### config.mk
export PLATFORM = sky130hd
export DESIGN_NAME = des_f_serial_flat
export DESIGN_NICKNAME = d
export VERILOG_FILES = /design/src/rtl/des_pkg.sv /design/src/rtl/des_f_serial_if.sv /design/src/rtl/des_sbox_bank.sv /design/src/rtl/des_f_serial.sv /design/src/flat_wrapper.sv
export SDC_FILE = /design/constraint.sdc
export NUM_CORES = 1
export LEC_CHECK = 0
export CORE_ASPECT_RATIO = 1.75
export CORE_MARGIN = 3
export CORE_UTILIZATION = 45
export CTS_CLUSTER_DIAMETER = 30
export DETAILED_ROUTE_END_ITERATION = 8
export PLACE_DENSITY = 0.77
export SLEW_MARGIN = 15
export SYNTH_ARGS = -nofsm -noshare
export SYNTH_HDL_FRONTEND = slang
export SYNTH_SLANG_ARGS = --single-unit
### constraint.sdc
create_clock -name clk -period 5.1 [get_ports clk]
set_input_delay 1.275 -clock clk [delete_from_list [all_inputs] [get_ports clk]]
set_output_delay 1.275 -clock clk [all_outputs]
set_load 0.01 [all_outputs]
### src/rtl/des_pkg.sv
// Shared DES constants and reference functions for the serial round function f(R,K).
// Bit numbering: DES bit 1 is the MSB of each vector.
package des_pkg;

  localparam int E_TABLE [48] = '{
    32,  1,  2,  3,  4,  5,  4,  5,  6,  7,  8,  9,
     8,  9, 10, 11, 12, 13, 12, 13, 14, 15, 16, 17,
    16, 17, 18, 19, 20, 21, 20, 21, 22, 23, 24, 25,
    24, 25, 26, 27, 28, 29, 28, 29, 30, 31, 32,  1
  };

  localparam int P_TABLE [32] = '{
    16,  7, 20, 21, 29, 12, 28, 17,  1, 15, 23, 26,  5, 18, 31, 10,
     2,  8, 24, 14, 32, 27,  3,  9, 19, 13, 30,  6, 22, 11,  4, 25
  };

  // Each ROM holds 64 nibbles, entry (row*16 + col) at the MSB end first.
  localparam logic [255:0] S1_ROM = 256'hE4D12FB83A6C5907_0F74E2D1A6CB9538_41E8D62BFC973A50_FC8249175B3EA06D;
  localparam logic [255:0] S2_ROM = 256'hF18E6B34972DC05A_3D47F28EC01A69B5_0E7BA4D158C6932F_D8A13F42B67C05E9;
  localparam logic [255:0] S3_ROM = 256'hA09E63F51DC7B428_D709346A285ECBF1_D6498F30B12C5AE7_1AD069874FE3B52C;
  localparam logic [255:0] S4_ROM = 256'h7DE3069A1285BC4F_D8B56F03472C1AE9_A690CB7DF13E5284_3F06A1D8945BC72E;
  localparam logic [255:0] S5_ROM = 256'h2C417AB6853FD0E9_EB2C47D150FA3986_421BAD78F9C5630E_B8C71E2D6F09A453;
  localparam logic [255:0] S6_ROM = 256'hC1AF92680D34E75B_AF427C9561DE0B38_9EF528C3704A1DB6_432C95FABE17608D;
  localparam logic [255:0] S7_ROM = 256'h4B2EF08D3C975A61_D0B7491AE35C2F86_14BDC37EAF680592_6BD814A7950FE23C;
  localparam logic [255:0] S8_ROM = 256'hD2846FB1A93E50C7_1FD8A374C56B0E92_7B419CE206ADF358_21E74A8DFC90356B;

  typedef enum logic [1:0] {IDLE, SUB, DONE} des_state_t;

  function automatic logic [47:0] des_expand(input logic [31:0] r);
    logic [47:0] e;
    e = '0;
    for (int i = 0; i < 48; i++) e[47-i] = r[32-E_TABLE[i]];
    return e;
  endfunction

  function automatic logic [31:0] des_perm_p(input logic [31:0] s);
    logic [31:0] p;
    p = '0;
    for (int i = 0; i < 32; i++) p[31-i] = s[32-P_TABLE[i]];
    return p;
  endfunction

  // Outer address bits pick the row, inner four bits the column.
  function automatic logic [3:0] des_sbox(input logic [2:0] j, input logic [5:0] a);
    logic [255:0] rom;
    logic [5:0]   ent;
    case (j)
      3'd0:    rom = S1_ROM;
      3'd1:    rom = S2_ROM;
      3'd2:    rom = S3_ROM;
      3'd3:    rom = S4_ROM;
      3'd4:    rom = S5_ROM;
      3'd5:    rom = S6_ROM;
      3'd6:    rom = S7_ROM;
      default: rom = S8_ROM;
    endcase
    ent = {a[5], a[0], a[4:1]};
    return rom[8'd255 - {ent, 2'b00} -: 4];
  endfunction

  function automatic logic [31:0] des_s_layer(input logic [47:0] x);
    logic [31:0] s;
    s = '0;
    for (int j = 0; j < 8; j++) s[31-4*j -: 4] = des_sbox(3'(j), x[47-6*j -: 6]);
    return s;
  endfunction

  function automatic logic [31:0] des_f(input logic [31:0] r, input logic [47:0] k);
    return des_perm_p(des_s_layer(des_expand(r) ^ k));
  endfunction

endpackage

### src/rtl/des_f_serial_if.sv
// Valid/ready operand and result bundle for the serial DES round function.
interface des_f_serial_if;
  logic        in_valid;
  logic        in_ready;
  logic [31:0] r_in;
  logic [47:0] subkey;
  logic        out_valid;
  logic        out_ready;
  logic [31:0] f_out;
  logic [31:0] s_raw;

  modport master (
    output in_valid, r_in, subkey, out_ready,
    input  in_ready, out_valid, f_out, s_raw
  );

  modport slave (
    input  in_valid, r_in, subkey, out_ready,
    output in_ready, out_valid, f_out, s_raw
  );
endinterface

### src/rtl/des_sbox_bank.sv
// One S-box lane: selects S1..S8 by index and looks up the 6-bit address.
module des_sbox_bank
  import des_pkg::*;
(
  input  logic [2:0] idx,
  input  logic [5:0] addr,
  output logic [3:0] dout
);

  always_comb dout = des_sbox(idx, addr);

endmodule

### src/rtl/des_f_serial.sv
// DES round function f(R,K) with the eight S-boxes time-multiplexed over LANES lanes.
// Operands are registered on accept; results are held until the consumer takes them.
module des_f_serial
  import des_pkg::*;
#(
  parameter int LANES = 1
)
(
  input  logic          clk,
  input  logic          rst_n,
  des_f_serial_if.slave bus
);

  localparam logic [2:0] STEP     = 3'(LANES);
  localparam logic [2:0] LAST_IDX = 3'(8 - LANES);

  des_state_t  state, state_next;
  logic [47:0] x_q;
  logic [31:0] acc, acc_next;
  logic [31:0] f_q, s_q;
  logic [2:0]  idx;
  logic        out_valid_q;
  logic        accept, handoff, last;

  logic [2:0]  lane_idx  [LANES];
  logic [5:0]  lane_addr [LANES];
  logic [3:0]  lane_dout [LANES];

  for (genvar l = 0; l < LANES; l++) begin : g_lane
    assign lane_idx[l]  = idx + 3'(l);
    assign lane_addr[l] = x_q[6'd47 - 6'(lane_idx[l]) * 6'd6 -: 6];
    des_sbox_bank u_sbox (.idx(lane_idx[l]), .addr(lane_addr[l]), .dout(lane_dout[l]));
  end

  always_comb begin
    acc_next = acc;
    for (int l = 0; l < LANES; l++) acc_next[5'd31 - {lane_idx[l], 2'b00} -: 4] = lane_dout[l];
  end

  assign last    = (idx == LAST_IDX);
  assign accept  = bus.in_valid & bus.in_ready;
  assign handoff = (state == DONE) & bus.out_ready;

  always_ff @(posedge clk or negedge rst_n) begin
    if (!rst_n) state <= IDLE;
    else        state <= state_next;
  end

  // DONE re-arms on the handoff edge so a waiting operand pair is not stalled a cycle.
  always_comb begin
    state_next   = state;
    bus.in_ready = 1'b0;
    case (state)
      IDLE: begin
        bus.in_ready = 1'b1;
        if (bus.in_valid) state_next = SUB;
      end
      SUB: begin
        if (last) state_next = DONE;
      end
      DONE: begin
        bus.in_ready = bus.out_ready;
        if (bus.out_ready) state_next = bus.in_valid ? SUB : IDLE;
      end
      default: state_next = IDLE;
    endcase
  end

  always_ff @(posedge clk or negedge rst_n) begin
    if (!rst_n) begin
      x_q         <= '0;
      acc         <= '0;
      idx         <= '0;
      f_q         <= '0;
      s_q         <= '0;
      out_valid_q <= 1'b0;
    end else begin
      if (accept) begin
        x_q <= des_expand(bus.r_in) ^ bus.subkey;
        idx <= '0;
        acc <= '0;
      end else if (state == SUB) begin
        acc <= acc_next;
        if (last) begin
          f_q         <= des_perm_p(acc_next);
          s_q         <= acc_next;
          out_valid_q <= 1'b1;
          idx         <= '0;
        end else begin
          idx <= idx + STEP;
        end
      end
      if (handoff) out_valid_q <= 1'b0;
    end
  end

  assign bus.out_valid = out_valid_q;
  assign bus.f_out     = f_q;
  assign bus.s_raw     = s_q;

endmodule
### src/flat_wrapper.sv
// flat-port wrapper written by rule: the top's interface ports become plain ports
module des_f_serial_flat import des_pkg::*;
#(
  parameter int LANES = 1
)
  (clk, rst_n, bus_in_valid, bus_r_in, bus_subkey, bus_out_ready, bus_in_ready, bus_out_valid, bus_f_out, bus_s_raw);
  des_f_serial_if bus_i ();
  input  logic clk;
  input  logic rst_n;
  input wire logic [$bits(bus_i.in_valid)-1:0] bus_in_valid;
  input wire logic [$bits(bus_i.r_in)-1:0] bus_r_in;
  input wire logic [$bits(bus_i.subkey)-1:0] bus_subkey;
  input wire logic [$bits(bus_i.out_ready)-1:0] bus_out_ready;
  output wire logic [$bits(bus_i.in_ready)-1:0] bus_in_ready;
  output wire logic [$bits(bus_i.out_valid)-1:0] bus_out_valid;
  output wire logic [$bits(bus_i.f_out)-1:0] bus_f_out;
  output wire logic [$bits(bus_i.s_raw)-1:0] bus_s_raw;
  assign bus_i.in_valid = bus_in_valid;
  assign bus_i.r_in = bus_r_in;
  assign bus_i.subkey = bus_subkey;
  assign bus_i.out_ready = bus_out_ready;
  assign bus_in_ready = bus_i.in_ready;
  assign bus_out_valid = bus_i.out_valid;
  assign bus_f_out = bus_i.f_out;
  assign bus_s_raw = bus_i.s_raw;
  des_f_serial #(.LANES(LANES)) u_core (.clk(clk), .rst_n(rst_n), .bus(bus_i));
endmodule
==> metrics.md <==
| Metric | Value |
|---|---|
| WP data arrival | roughly 5.2 ns |
| Slew headroom | 0.179 |
| Max-cap violations | 0 |
| Vias | 11200 |
| Synth warn | 0 |
| Vias per cell | 6.91 |
| 1st-iter DRT viols | ~1400 |
| # fillers | between 1500 and 2000 |
| Post-Synthesis Cells | around 1200 |
| Worst-path clk slew | roughly 0.060 ns |
| RSZ-0062 raised after global routing | no |
| Final non-filler cell total | about 1600 |
| Critical Path RT | about 5.4 ns |
| Hold Buf Count CTS | 0 |
| Synth-to-layout area growth | 27.1% |
| Max Root-Sink Buffers | 2 |
| CP max stage delay | 0.74 ns |
| Min Hold Slack | about 0.47 ns |
| Initial core utilization | 0.463 |
| N_diodes | 0 |
| Total gr overflow | 0 |
| Fin. Hold Viols | 0 |
| Rows | 70 |
| Antenna violations before repair | 0 |
| Drt wl/cell | between 30 and 40 um |
| Top delay family on crit path | compound AO/OA/AOI/OAI gates |
| Mapped Avg Cell Area | approximately 8.3 um^2 |
| Inst Count DP | ~1600 |
| Worst-skew pair later-pin latency | 0.44 ns |
| Final Cycle Share | 0.965 |
| PortBufs | roughly 150 |
| Clock sinks | 114 |
| Flops & latches, synth | ~110 |
| DR DRC count | 0 |
| First-pass GRT wire length | 74300 um |
| ANT nets after route | 0 |
| Mapped Area | between 0.009 and 0.01 mm^2 |
| Die area | around 0.024 mm^2 |
| Final Wtd Congestion | around 1.1 |
| Fmax | slightly above 0.2 GHz |
| CTS tree | built |
| Seq/Total Area, Yosys | 0.291 |
| Max-slew violations | 0 |
| Min Tclk post-route | 4.92 ns |
| Detail Placement HPWL | roughly 36000 um |
| Post-synth EDFFs | 0 |
| Core area | approximately 0.021 mm^2 |
| Most common cell after layout, fill and taps aside | clkdlybuf4s50_1 |
| Crit end category | register |
| Total GRT Usage | 0.418 |
| Largest net degree at the start of global routing | 75 |
| CP bufs+invs | 3 |
| Worst path slowest cell | fa_2 |
| Final WL | 49700 um |
| Die Y | between 200 and 250 um |
| Clock Tree Root | clkbuf_16 |
| Drt pass-1 iters | 7 |
| Startpoint Class | register |
| Final instance area | ~0.012 mm^2 |
| Post-Route Skew | between 0.009 and 0.01 ns |
| Worst Setup Path Type | register to register |
| Distinct cells, synth | 88 |
| Util after Layout | 0.588 |
| Die W | about 120 um |
| Main synth FF type | dfrtp_1 |
| Top cell by count, worst path | buf_4 |
| Num CTS Buffers | 17 |
| Syn Nets | between 1000 and 1500 |
| H-Tree Depth | 4 |
| DP Area | between 0.01 and 0.015 mm^2 |
| Most frequent cells in the layout | 148 x clkdlybuf4s50_1, 144 x nand2_1, 119 x o21ai_0 |
| Status | completed |
| Ys async rst share | 1.00 |
| Worst-path fanout max | 15 |
| Cell taking the most area after synthesis | dfrtp_1 |
| IO Count | 150 |
| Measured slew at the worst slew-check pin | 1.22 ns |
| Cells along the critical path | ha_1, fa_2, nor2b_1, a222oi_1, a211oi_2, buf_4, nor2_4, nor3_1, a21oi_1, a221oi_1, buf_4, nor2_1, nor3_2, buf_12, o21ai_0 |
| Top post-synthesis cells by area | dfrtp_1 29%, mux4_2 6.7%, o21ai_0 6.1% |
| Hold Crit Class | register to register |
| Share of cells above drive strength 1 | 0.156 |
| Top cell type's share of synthesized area | 0.291 |
| Final setup viols | 0 |
| Vias in the first global route | between 10000 and 15000 |
| Post-layout net count | roughly 1400 |
final cells by class:
class	count	area (um^2)	share of cell area
clock buffer	17	425	0.0341
clock inverter	14	228	0.0183
timing repair buffer	258	2470	0.198
tap	288	360	0.0289
inverter	8	30.0	0.00241
multi-input combinational	917	6100	0.489
sequential	114	2850	0.229
kinds of logic after synthesis:
logic type               synth area share
adder cells (fa/ha/maj)            0.0217
XOR/XNOR                           0.0455
AND/OR/NAND/NOR                     0.180
multiplexers                        0.102
flip-flops                          0.291
buffers and inverters              0.0888
AO/OA/AOI/OAI                       0.272
sequential cells by signal, indices dropped and copies added, names as in the netlist:
register,cells
u_core.bus.f_out,31
u_core.state,2
u_core.idx,3
u_core.bus.out_valid,1
u_core.bus.s_raw,1
u_core.acc,28
u_core.x_q,48
final timing paths:
path,end,startpoint,depth (start not counted),slack (ns)
setup / recovery,u_core.acc[30],u_core.idx[0],15,0.18
max in group asynchronous,u_core.x_q[3],rst_n,2,3.05
setup reg to reg,u_core.acc[30],u_core.idx[0],15,0.18
min in group asynchronous,u_core.bus.out_valid,rst_n,1,0.96
hold reg to reg,u_core.acc[26],u_core.acc[26],2,0.47
hold / removal,u_core.acc[26],u_core.acc[26],2,0.47
metrics by stage:
| stage | setup TNS [ns] | setup WS, ns |
|---|---|---|
| floorplan | 0 | 0.685 |
| detailed placement | -0.0131 | -0.0131 |
| CTS | 0 | 0.166 |
| global placement | 0 | 0.102 |
| global route | 0 | 0.0276 |
| finish | 0 | 0.176 |
cell usage after synthesis (7+ instances only):
cell type  number
ha_1            9
a221oi_1        7
o22ai_1        15
o221ai_1       10
dfrtp_1       114
nand3_1        43
nor3_1         29
buf_2          24
a21oi_1        80
o21ai_0       119
o31ai_1         9
nand2_1       147
nor4_1          7
a211oi_1       10
nor2_1         89
clkbuf_1       49
and3_1         20
buf_4          47
o211ai_1       17
o311ai_0       11
buf_6          14
xnor2_1        50
a31oi_1        17
mux2i_1        26
mux4_2         29
o21ai_1        31
nand4_1         8
worst register-to-register path: cells and delay by family (launching register included):
family | cells | cell delay [ns]
AOI/OAI and AO/OA | 5 | 1.59
and+or+nand+nor | 5 | 1.00
buffers and inverters | 3 | 0.69
DFF | 1 | 0.49
adders and majority gates | 2 | 1.01
layer usage:
layer  vias to the layer above  routed length [um]  global-route usage
met4                         0                5780               0.370
met2                       868               23800               0.701
met5                         -                   0                   0
met1                      5326               15700               0.437
li1                       4625                   -                   -
met3                       348                4470              0.0908
timing repair:
| action | 4_1_cts | 5_1_grt |
|---|---|---|
| cloned | 0 | 0 |
| setup endpoints to repair | 10 | 37 |
| gates resized for setup | 0 | 2 |
| buffers inserted | 1 | 0 |
| pin swaps | 1 | 0 |
Power is left out: the tool's default activity adds up to more than one toggle a clock period on the data nets, which glitch-free logic cannot reach.
==> RTL edit 1: new RTL, same flow settings <==
Re-encode `des_state_t` (3 states) as one-hot, 3 bits wide.
--- a/src/rtl/des_pkg.sv
+++ b/src/rtl/des_pkg.sv
@@ -24,7 +24,7 @@
   localparam logic [255:0] S7_ROM = 256'h4B2EF08D3C975A61_D0B7491AE35C2F86_14BDC37EAF680592_6BD814A7950FE23C;
   localparam logic [255:0] S8_ROM = 256'hD2846FB1A93E50C7_1FD8A374C56B0E92_7B419CE206ADF358_21E74A8DFC90356B;
 
-  typedef enum logic [1:0] {IDLE, SUB, DONE} des_state_t;
+  typedef enum logic [2:0] {IDLE = 3'b001, SUB = 3'b010, DONE = 3'b100} des_state_t;
 
   function automatic logic [47:0] des_expand(input logic [31:0] r);
     logic [47:0] e;
Formal check against the unedited RTL: no difference found for any inputs over 10 cycles, from zero or initial values and one cycle with rst_n low; not proved beyond that.
==> RTL edit 1 against the unedited design <==
Count of clock-buffer cells in the layout is the same. Sequential cell count grew 1. First-iteration DRC count grew 32%. Via count grew 8.1%. Cell area grew 5.1%. Worst setup slack lost 0.065 ns. Synthesized area grew 2.4%. Routed wire length grew 11%. Critical endpoint is now u_core.acc[4]$_DFFE_PN0P_. Highest routed layer unchanged.
Power is not shown: default switching activity piles up to over one toggle a cycle in this logic, so the estimate is an artifact.
==> RTL edit 1: results (changes against the unedited design) <==
* Multi-input gates at 975 (+6.3%)
* Layout Skew at 0.0179 ns (+0.00872 ns)
* Starting DRT DRC Count at 1,830 (+32%)
* Diodes inserted at 2 (+2)
* Sum of met3 wire segment lengths after detailed routing at 5470 um (+22%)
* Crit-path max FO at 16 (+1)
* Routed wire length per instance at 31.8 um (+3.5%)
* Seq cells post-synth at 115 (+0.88%)
* Family with the most delay on the worst path: simple AND/OR/NAND/NOR gates
* Capture endpoint of the worst hold path: u_core.acc[12]$_DFFE_PN0P_
* Multi-input combinational area share at 0.483 (-0.00592)
* Slowest-stage cell, CP: a2111oi_0
* Final non-filler cell total at 1,739 (+7.6%)
* Run status: complete, no violations
* Vias in the first global route at 12,000 (+3.1%)
* Non-Clock Buffer Area Fraction at 0.219 (+0.0212)
* Hold Path Origin: u_core.acc[12]$_DFFE_PN0P_
* Number of distinct standard cells referenced by the synthesized netlist at 93 (+5.7%)
* Worst path arrival time at 5.33 ns (+0.11 ns)
* Total track usage at 0.457 (+0.0387)
* Fill cells at 1,878 (+4.9%)
* Critical register-to-register path startpoint: u_core.idx[1]$_DFFE_PN0P_
* Total core area at 21,800 sq um (+2.7%)
* GR Util met3 at 0.133 (+0.0421)
* Post-synthesis sequential area ratio at 0.287 (-0.00427)
* Number of buffers other than clock buffers in the final layout at 313 (+21%)
* Proportion of layout cells with a drive suffix above 1 at 0.176 (+0.0199)
* Vias per inst at 6.94 (+0.42%)
RTL edit 1: cell types whose count changed in the layout (fill, tap and decap cells not counted), moves of 15 or more:
cell	delta
nor3_1	+18
nor2_1	+37
nand2_1	-27
mux4_2	-15
o21ai_0	-34
buf_4	+55
a21oi_1	+50
RTL edit 1: how the worst max path moves through the flow:
stage	startpoint	endpoint	slack (ns)
finish	u_core.idx[1]$_DFFE_PN0P_	u_core.acc[4]$_DFFE_PN0P_	0.11
floorplan	u_core.idx[0]$_DFFE_PN0P_	u_core.acc[13]$_DFFE_PN0P_	0.65
CTS	u_core.idx[0]$_DFFE_PN0P_	u_core.acc[4]$_DFFE_PN0P_	0.03
detailed placement	u_core.idx[0]$_DFFE_PN0P_	u_core.bus.f_out[20]$_DFFE_PN0P_	0.11
global placement	u_core.idx[0]$_DFFE_PN0P_	u_core.bus.f_out[5]$_DFFE_PN0P_	0.11
global route	u_core.idx[1]$_DFFE_PN0P_	u_core.acc[4]$_DFFE_PN0P_	0.08
==> RTL edit 2: new RTL, same flow settings <==
Without the edit above. Make the reset (`rst_n`) synchronous in 2 clocked blocks.
--- a/src/rtl/des_f_serial.sv
+++ b/src/rtl/des_f_serial.sv
@@ -41,7 +41,7 @@
   assign accept  = bus.in_valid & bus.in_ready;
   assign handoff = (state == DONE) & bus.out_ready;
 
-  always_ff @(posedge clk or negedge rst_n) begin
+  always_ff @(posedge clk) begin
     if (!rst_n) state <= IDLE;
     else        state <= state_next;
   end
@@ -66,7 +66,7 @@
     endcase
   end
 
-  always_ff @(posedge clk or negedge rst_n) begin
+  always_ff @(posedge clk) begin
     if (!rst_n) begin
       x_q         <= '0;
       acc         <= '0;
Behaviour: differs if rst_n is asserted again (counterexample within 4 cycles, from zero or initial values and one cycle with rst_n low); with rst_n held inactive, the same outputs for 10 cycles.
==> RTL edit 2 against the unedited design <==
Worst setup slack lost 0.086 ns. Routed wire length is 0.69% lower. Synthesized area shrank 2.0%. Hold slack improved by 0.0057 ns. Critical path depth grew 1. Sequential cell count did not move. Cell area decreased by 2.6%.
Power is left out: it rests on default switching activity, and per cell area and clock period it moved more than threefold.
==> RTL edit 2: results (changes against the unedited design) <==
* Run status: complete, no violations
* Largest register FFs at 48 (unchanged)
* Sum of met3 wire segment lengths after detailed routing at 5030 um (+12%)
* Layout Skew at 0.0112 ns (+0.00204 ns)
* # nets final at 1,484 (+5.0%)
* Number of distinct standard cells referenced by the synthesized netlist at 80 (-9.1%)
* Reg2Reg Depth at 16 (+1)
* Clock-pin slew on the worst setup and hold paths at around 0.070 ns
* Syn_nets at 1,357 (+6.4%)
* Proportion of register bits with asynchronous set or reset after synthesis at 0 (-1.00)
* Capture endpoint of the worst hold path: u_core.acc[30]$_SDFFE_PP0N_
* Post-synthesis sequential area ratio at 0.238 (-0.0534)
* Total track usage at 0.428 (+0.0100)
* Vias per inst at 7.05 (+2.1%)
* Proportion of layout cells with a drive suffix above 1 at 0.138 (-0.0183)
* Worst slew margin relative to its limit at 0.254 (+0.0750)
* Post-synth top flop: dfxtp_1
* Routed wire length per instance at 29.9 um (-2.9%)
* Number of stages on the worst hold path at 2 (unchanged)
* Vias at 11,700 (+4.4%)
* Pre-antenna DRT Iters at 7 (unchanged)
* Buffer cell driving the clock tree root: clkbuf_16
* Metal2 WL at 23,500 um (-0.99%)
* Number of setup buffers added after CTS at 0 (-1)
* Crit-path max FO at 51 (+36)
* Most flops, register: u_core.x_q
* Minimum setup slack among reg-to-reg paths at 0.09 ns (-0.09 ns)
* Synthesis warning total at 0 (unchanged)
* Crit start category: register
* Slowest-stage cell, CP: nor2b_4
* WL met1 at 15,700 um (about the same)
* Leading post-synthesis cells by cell area: dfxtp_1, nand2_1, mux2i_1, nor2_1, o211a_1
* PostCTS Resize Cnt at 0 (unchanged)
* # port buffers at 149 (unchanged)
* Tightest Hold Check Type: reg2reg
* Final RePlAce weighted congestion at 1.14 (+6.1%)
* Worst Setup EP: u_core.acc[19]$_SDFFE_PP0N_
* # H-tree levels at 4 (unchanged)
* First-pass GRT wire length at 73,100 um (-1.7%)
* Family with the most delay on the worst path: simple AND/OR/NAND/NOR gates
* Largest net degree at the start of global routing at 97 (+29%)
* Starting DRT DRC Count at 1,299 (-6.1%)
* Initial antenna violation count at 4 (+4)
* Delay of the slowest cell on the worst path at 0.51 ns (-0.23 ns)
* Clk Latency, worst-skew pair at ~0.43 ns
* Number of buffers on the longest clock path at 2 (unchanged)
* Critical register-to-register path startpoint: u_core.idx[1]$_SDFFE_PP0N_
* Hold Path Origin: u_core.acc[30]$_SDFFE_PP0N_
* DR top layer: met5
* Detailed Place HPWL at 34,800 um (-2.3%)
* Number of CTS-inserted buffers at 17 (unchanged)
* Worst path arrival time at 5.36 ns (+0.14 ns)
* Top cells by instance count after synthesis: nand2_1, nor2_1, dfxtp_1
-- RTL edit 2: final cells by class --
class	count	area, sq um
fill	1787	8780
tap	252	315
clock inverter	14	144
sequential	114	2280
clock buffer	18	439
antenna	4	10.0
timing repair buffer	254	2360
multi-input combinational	988	6570
inverter	8	30.0
-- RTL edit 2: worst reg2reg max path, stage by stage, from the launching register on --
cell,delay (ns)
dfxtp_1,0.39
buf_4,0.28
inv_1,0.09
ha_2,0.35
buf_12,0.25
mux2i_1,0.21
mux4_2,0.48
a22oi_1,0.24
nor2b_4,0.51
buf_4,0.31
nor2_1,0.20
o21ai_0,0.16
a211oi_1,0.12
a311oi_1,0.31
and4b_1,0.46
nand2_1,0.29
o21ai_0,0.27
-- RTL edit 2: per-layer routing --
metal	up-vias	global-route usage
met1	5469	0.441
met2	921	0.699
met5	-	0
li1	4903	-
met4	2	0.345
met3	359	0.139
-- RTL edit 2: cells by family after synthesis --
family / after synthesis / synth area share
xor gates and xnor gates: 51 / 0.0465
DFF: 114 / 0.238
and+or+nand+nor: 447 / 0.211
adders and majority gates: 17 / 0.0260
buffers and inverters: 154 / 0.0858
muxes: 72 / 0.0931
AOI/OAI and AO/OA: 401 / 0.300
-- RTL edit 2: through the flow --
stage          instance area [sq um]  cells  hold slack [ns]  setup WS [ns]
3_3_place_gp                   11500   1616            0.445          0.335
6_report                       12100   1652            0.477         0.0905
3_5_place_dp                   11500   1616            0.458          0.309
4_1_cts                        12100   1648            0.477          0.273
5_1_grt                        12100   1648            0.499         0.0267
2_1_floorplan                   9610   1256            0.435          0.817
